===== src/rtl/edge_stage_sequencer.sv =====
// Sequencer for the edge-detection pipeline: launches each stage in turn with a
// one-cycle enable, waits for that stage's done rising edge, and times out stuck stages.
module edge_stage_sequencer #(
  parameter int NUM_STAGES = 5,
  parameter int TIMEOUT    = 4096,
  parameter int CNT_W      = 32
) (
  input  logic                  clk,
  input  logic                  reset,
  input  logic                  start,
  input  logic                  abort,
  input  logic [NUM_STAGES-1:0] stage_done,
  output logic [NUM_STAGES-1:0] stage_enable,
  output logic                  busy,
  output logic                  done,
  output logic                  error,
  output logic [2:0]            cur_stage,
  output logic [CNT_W-1:0]      total_cycles
);

  localparam int                WCNT_W       = $clog2(TIMEOUT + 1);
  localparam logic [2:0]        LAST_STAGE   = 3'(NUM_STAGES - 1);
  localparam logic [WCNT_W-1:0] TIMEOUT_LAST = WCNT_W'(TIMEOUT - 1);

  typedef enum logic [2:0] {
    S_IDLE,
    S_LAUNCH,
    S_WAIT,
    S_FINISH,
    S_ERROR
  } state_t;

  state_t                state_q, state_d;
  logic [2:0]            cur_stage_q, cur_stage_d;
  logic [WCNT_W-1:0]     wait_cnt_q, wait_cnt_d;
  logic [CNT_W-1:0]      total_q, total_d;
  logic [NUM_STAGES-1:0] done_hist_q, done_hist_d;
  logic [NUM_STAGES-1:0] done_rise;
  logic                  completion;

  function automatic logic [CNT_W-1:0] sat_inc(input logic [CNT_W-1:0] v);
    return (&v) ? v : v + CNT_W'(1);
  endfunction

  // Only a fresh 0->1 transition of the current stage counts; a level left high
  // from an earlier run, or activity on other stages, must not advance the sequence.
  always_comb begin
    done_rise  = stage_done & ~done_hist_q;
    completion = 1'b0;
    for (int i = 0; i < NUM_STAGES; i++) begin
      if (cur_stage_q == 3'(i)) completion = done_rise[i];
    end
  end

  always_comb begin
    state_d     = state_q;
    cur_stage_d = cur_stage_q;
    wait_cnt_d  = wait_cnt_q;
    total_d     = total_q;
    done_hist_d = stage_done;

    if (state_q == S_LAUNCH || state_q == S_WAIT || state_q == S_FINISH) begin
      total_d = sat_inc(total_q);
    end

    if (abort && state_q != S_IDLE) begin
      state_d = S_IDLE;
    end else begin
      case (state_q)
        S_IDLE: begin
          if (start) begin
            state_d     = S_LAUNCH;
            cur_stage_d = '0;
            total_d     = '0;
          end
        end
        S_LAUNCH: begin
          wait_cnt_d = '0;
          state_d    = S_WAIT;
        end
        S_WAIT: begin
          // Completion takes precedence over a timeout landing in the same cycle.
          if (completion) begin
            if (cur_stage_q == LAST_STAGE) begin
              state_d = S_FINISH;
            end else begin
              cur_stage_d = cur_stage_q + 3'd1;
              state_d     = S_LAUNCH;
            end
          end else begin
            wait_cnt_d = wait_cnt_q + WCNT_W'(1);
            if (wait_cnt_q >= TIMEOUT_LAST) state_d = S_ERROR;
          end
        end
        S_FINISH: begin
          state_d = S_IDLE;
        end
        S_ERROR: begin
          if (start) begin
            state_d     = S_LAUNCH;
            cur_stage_d = '0;
            total_d     = '0;
          end
        end
        default: begin
          state_d = S_IDLE;
        end
      endcase
    end
  end

  always_ff @(posedge clk) begin
    if (!reset) begin
      state_q     <= S_IDLE;
      cur_stage_q <= '0;
      wait_cnt_q  <= '0;
      total_q     <= '0;
      done_hist_q <= '0;
    end else begin
      state_q     <= state_d;
      cur_stage_q <= cur_stage_d;
      wait_cnt_q  <= wait_cnt_d;
      total_q     <= total_d;
      done_hist_q <= done_hist_d;
    end
  end

  always_comb begin
    stage_enable = '0;
    for (int i = 0; i < NUM_STAGES; i++) begin
      stage_enable[i] = (state_q == S_LAUNCH) && (cur_stage_q == 3'(i));
    end
  end

  assign busy         = (state_q == S_LAUNCH) || (state_q == S_WAIT);
  assign done         = (state_q == S_FINISH);
  assign error        = (state_q == S_ERROR);
  assign cur_stage    = cur_stage_q;
  assign total_cycles = total_q;

endmodule


===== config.mk =====
export PLATFORM = sky130hd
export DESIGN_NAME = edge_stage_sequencer
export DESIGN_NICKNAME = d
export VERILOG_FILES = /design/src/rtl/edge_stage_sequencer.sv
export SDC_FILE = /design/constraint.sdc
export NUM_CORES = 1
export LEC_CHECK = 0
export CAP_MARGIN = 30
export CORE_MARGIN = 3
export CORE_UTILIZATION = 58
export CTS_BUF_LIST = sky130_fd_sc_hd__clkbuf_4
export DETAILED_ROUTE_END_ITERATION = 12
export GPL_TIMING_DRIVEN = 0
export PLACE_DENSITY = 0.95
export SYNTH_ARGS = -nofsm -noshare
export SYNTH_HDL_FRONTEND = slang
export SYNTH_SLANG_ARGS = --single-unit

===== constraint.sdc =====
create_clock -name clk -period 5.35 [get_ports clk]
set_input_delay 0.8025 -clock clk [delete_from_list [all_inputs] [get_ports clk]]
set_output_delay 0.8025 -clock clk [all_outputs]
set_load 0.02 [all_outputs]

## Yosys cells after proc, flatten, opt, wreduce, memory -nomap -nowiden

Index checks and enable logic that the tools add are counted.
Widths: inputs -> output; s select.

| storage, ports and cells | value |
|---|---|
| input bits | 9 |
| flip-flop bits (word level) | 56 |
| word-level logic and storage cells | 66 |
| output and inout port bits | 43 |

| cells by class | value |
|---|---|
| add/sub/neg operators | 3 |
| bitwise logic cells | 4 |
| $lt $le $gt $ge | 1 |
| reductions and logical operators | 19 |
| multiplexer cells | 21 |
| equal/unequal tests | 13 |

Operators with widths:

| cell | number |
|---|---|
| $mux 32 | 5 |
| $add 32x1->32 const B | 1 |
| $reduce_and 32->1 | 1 |
| $pmux 13 s2 | 1 |
| $mux 3 | 6 |
| $add 13x1->13 const B | 1 |
| $ge 13x12->1 const B | 1 |
| $mux 13 | 1 |
| $eq 3x2->1 const B | 4 |
| $pmux 3 s3 | 1 |
| $eq 3x1->1 const B | 2 |
| $eq 3x3->1 const B | 2 |
| $logic_and 1x1->1 | 6 |
| $logic_not 3->1 | 2 |
| $ne 2x2->1 const B | 3 |
| $pmux 3 s2 | 1 |
| $and 5x5->5 | 1 |
| $mux 1 | 5 |
| $not 5->5 | 1 |
| $reduce_and 5->1 | 1 |
| $reduce_bool 2->1 | 2 |
| $reduce_or 2->1 | 2 |
| $add 3x1->3 const B | 1 |
| $ne 3x2->1 const B | 1 |
| other kinds (7) | 9 |

## Depth between registers and ports, before layout

| logic depth | value |
|---|---|
| depth after elaboration | 9 |
| mapped depth | 9 |
| depth with buffers taken out | 8 |

## Worst setup path before layout

Ideal clock, no wire load.

| timing path | value |
|---|---|
| path kind | register to register |
| from | reg cur_stage_q[0] (netlist: cur_stage[0]) |
| to | reg wait_cnt_q[9] |
| setup time | 0.059 ns |
| arrival time | 2.205 ns |
| path buffers | 0 |
| required time | 5.291 ns |
| cell stages (with the launch flop) | 9 |
| slack | 3.086 ns |
| path through | dfxtp_1 > inv_1 > ha_1 > nand4b_1 > a21oi_1 > or3_1 > or3_1 > or4_1 > nand2_1 |

| on the way | value |
|---|---|
| word-level cells in the longest chain between the ends | 8 |
| elaborated cells between the ends (all ways) | 12 |
| classes of those cells | eq/ne (5); mux (5); reduce/logical (2) |

Ends and longest elaborated chain:

| item | RTL line | text |
|---|---|---|
| start, declared | 34 | `logic [2:0] cur_stage_q, cur_stage_d;` |
| start signal, assigned | 121 | `cur_stage_q <= cur_stage_d;` |
| $logic_not 3->1 | 51 | `if (cur_stage_q == 3'(i)) completion = done_rise[i];` |
| $mux 1 (4 in series) | 51 |  |
| $mux 1 (*) | 51 |  |
| $ne 2x2->1 (no source line) (*) | - |  |
| $reduce_and 3->1 (no source line) (*) | - |  |
| end signal, assigned | 122 | `wait_cnt_q <= wait_cnt_d;` |
| end, declared | 35 | `logic [WCNT_W-1:0] wait_cnt_q, wait_cnt_d;` |

Every way passes the cells marked *; elsewhere a longest branch is shown, timed or not.
A chain may end at the register's enable or synchronous reset.

## Final worst setup path

| timing path | value |
|---|---|
| from | reg state_q[2] |
| to | out stage_enable[2] |

| on the way | value |
|---|---|
| word-level cells in the longest chain between the ends | 2 |

Ends and longest elaborated chain:

| item | RTL line | text |
|---|---|---|
| start, declared | 33 | `state_t state_q, state_d;` |
| start signal, assigned | 120 | `state_q <= state_d;` |
| $eq 3x1->1 | 131 | `stage_enable[i] = (state_q == S_LAUNCH) && (cur_stage_q == 3'(i));` |
| $logic_and 1x1->1 | 131 |  |
| end, declared | 13 | `output logic [NUM_STAGES-1:0] stage_enable,` |

No other way between the ends.

==> results.md <==
* Sink Count at 56
* Syn Area/Cell at 8.24 um2
* RePlAce Congestion at 0.923
* Total Power at 0.769 mW
* CTS buffer count at 5
* Post-synthesis adder-cell area fraction at 3.09%
* Ant. Diodes at 0
* Leakage Power at 1.11 nW
* Unrepaired setup endpoints after global routing: no
* Post-cts gate resize count at 0
* Post-CTS Hold Buffers at 0
* Cell Pwr Density at 219 nW/um2
* Slew Limit Fails at 0
* Die extent in x at 75.9 um
* Seq/Total Area, Yosys at 39.6%
* Synthesized flop and latch total at 56
* Placed cells at 460
* Max Cap Viol at 0
* Status: complete, no violations
* CP max FO at 10
* Share of cells above drive strength 1 at 4.22%
* DP Wirelength at 5.18 mm
* Total core area at 4530 um2
* Place WS at 2.50 ns
* Met3 usage in global routing at 4.50%
* Final hold vios at 0
* H-tree level count at 2
* Final nets at 418
* WS Path Type: flop to primary output
* Compound-cell area share of the yosys netlist at 15.2%
* Ys async rst share at 0%
* Area growth from synthesis to layout at 23.7%
* Setup ws final at 2.09 ns
* Mux share of post-synthesis cell area at 0.353%
* Hold Worst Slack at 0.507 ns
* Gr ovfl total at 0
* First-pass GRT wire length at 11.9 mm
* Clock Tree Buf Depth at 2
* Wirelength per Cell at 14.8 um
* Die ar. at 5760 um2
* Setup TNS at 0 ns
* Site Rows at 24
* Final wirelength at 6.95 mm
* WP data arrival at 2.46 ns
* Setup Skew at 0.0223 ns
* Initial drt markers at 259
* First-pass iteration count of the detailed router at 6
* Post CTS Setup Buffer Count at 0
* Final setup viols at 0
* Reg2Reg Depth at 8
* Syn Nets at 360
* Root buf cell: clkbuf_4
* Setup crit start kind: flop
* Clock Latency Late Sink at 0.37 ns
* GR Layer Usage met2 at 43.2%
* Mapped Cells at 344
* HP Class: flop to flop
* Worst Hold Depth at 2
* Distinct cells, synth at 48
* Drt via density at 6.04
* VDD IR max at 0.000205 V
* Initial antenna violation count at 0
* Post-synth EDFFs at 0
* Period utilisation layout at 61.0%
* Fmax at 307 MHz
* Critical Path RT at 4.55 ns
* Xor/xnor share of the synthesized area at 7.42%
* Drt drc at 0
* Initial Utilization at 62.5%
* Port bufs at 51
* Total track usage at 24.5%
* Synth Area in Simple Gates at 31.2%
* Largest family of logic cells by synthesized area: simple AND/OR/NAND/NOR gates
* GR peak layer: met2
* Worst-Margin Slew at 0.806 ns
* CP endpoint kind: primary output
* Routed Antenna Nets at 0
* Vias in the first global route at 2590
* IO Pins at 52
* Die H at 75.9 um
* Vias at 2827
* Clock Pin Slew Worst Setup and Hold Paths at 0.16 ns
* Maximum number of pins on one net before global-route repair at 17
* Synth Flop Type: dfxtp_1
* Synth Warn # at 0
* Slew HR at 45.9%
* Cell area after synthesis at 2830 um2
* CTS tree: built
* Crit path time final at 3.26 ns
* Non-Filler Instances at 468
* M1 GR Usage at 29.8%
## flip-flops by register name, summed over array words and instances (netlist names)
signal,cells
done_hist_q,5
cur_stage,3
total_cycles,32
state_q,3
wait_cnt_q,13
## placed cells by master, fill, tap and decap left out, types with 12 or more instances in the layout
master	instances
a21oi_1	22
and2_1	12
clkdlybuf4s50_1	51
dfxtp_1	56
inv_1	16
nand2_1	24
nand3_1	14
nand4_1	15
nor2_1	43
o21ai_0	19
or3_1	15
xnor2_1	18
## cell usage after synthesis, types with 2 or more instances
cell type	number	area, um2
and3_1	3	18.8
or4_1	4	30.0
or3_1	15	93.8
xor2_1	6	52.6
a21oi_1	22	110
nor2_1	43	161
o21a_1	5	37.5
nand4_1	15	93.8
xnor2_1	18	158
nand3_1	14	70.1
ha_1	7	87.6
nor2b_1	2	12.5
inv_1	16	60.1
nor3_1	7	35.0
o21ai_0	19	95.1
a211o_1	3	26.3
a21boi_0	2	15.0
o211ai_1	3	22.5
nor4_1	4	25.0
o21ai_1	2	10.0
a31oi_1	5	31.3
and2_1	12	75.1
nor3_2	2	20.0
and4_1	5	43.8
nand2_1	24	90.1
clkbuf_1	7	26.3
dfxtp_1	56	1120
o31ai_1	3	22.5
## worst paths after layout
path / endpoint / startpoint / slack, ns
max reg2reg: cur_stage[0] / cur_stage[2] / 2.71
max: stage_enable[2] / state_q[2] / 2.09
min reg2reg: wait_cnt_q[7] / wait_cnt_q[7] / 0.51
min: wait_cnt_q[7] / wait_cnt_q[7] / 0.51
## layout make-up
type | instances | area [um2]
Multi-Input combinational cell | 264 | 1620
Sequential cell | 56 | 1120
Fill cell | 322 | 1030
Timing Repair Buffer | 51 | 510
Tap cell | 65 | 81.3
Inverter | 16 | 60.1
Clock buffer | 6 | 45.0
Clock inverter | 2 | 35.0
Buffer | 8 | 31.3
## through the flow
stage | cell area [um2] | utilization [%]
2_1_floorplan | 2830 | -
3_3_place_gp | 3430 | 75.6
3_5_place_dp | 3430 | 75.6
4_1_cts | 3510 | 77.3
5_1_grt | 3510 | 77.3
6_report | 3510 | 77.3
## report_power, final
group / switching (mW) / leakage (nW) / internal [mW]
Clock: 0.129 / 0.0456 / 0.103
Combinational: 0.0636 / 0.607 / 0.0397
Sequential: 0.00910 / 0.453 / 0.424
## logic make-up after synthesis
logic type / count (synthesis)
and+or+nand+nor: 161
AOI/OAI and AO/OA: 71
muxes: 1
xor gates and xnor gates: 24
adders and majority gates: 7
DFF: 56
buffers and inverters: 24
## critical path, cell delays in order, from the launching register on
cell and delay (ns):
dfxtp_1 0.33, clkbuf_1 0.20, or3b_2 0.50, clkbuf_1 0.18, nor2_1 0.15, and2_1 0.14
clkdlybuf4s50_1 0.60
## layer usage
metal	wire, um	vias to the layer above
li1	-	1355
met1	2990	1371
met2	3500	93
met3	370	8
met4	87	0
met5	0	-
Power figures use the tool's default switching activity.
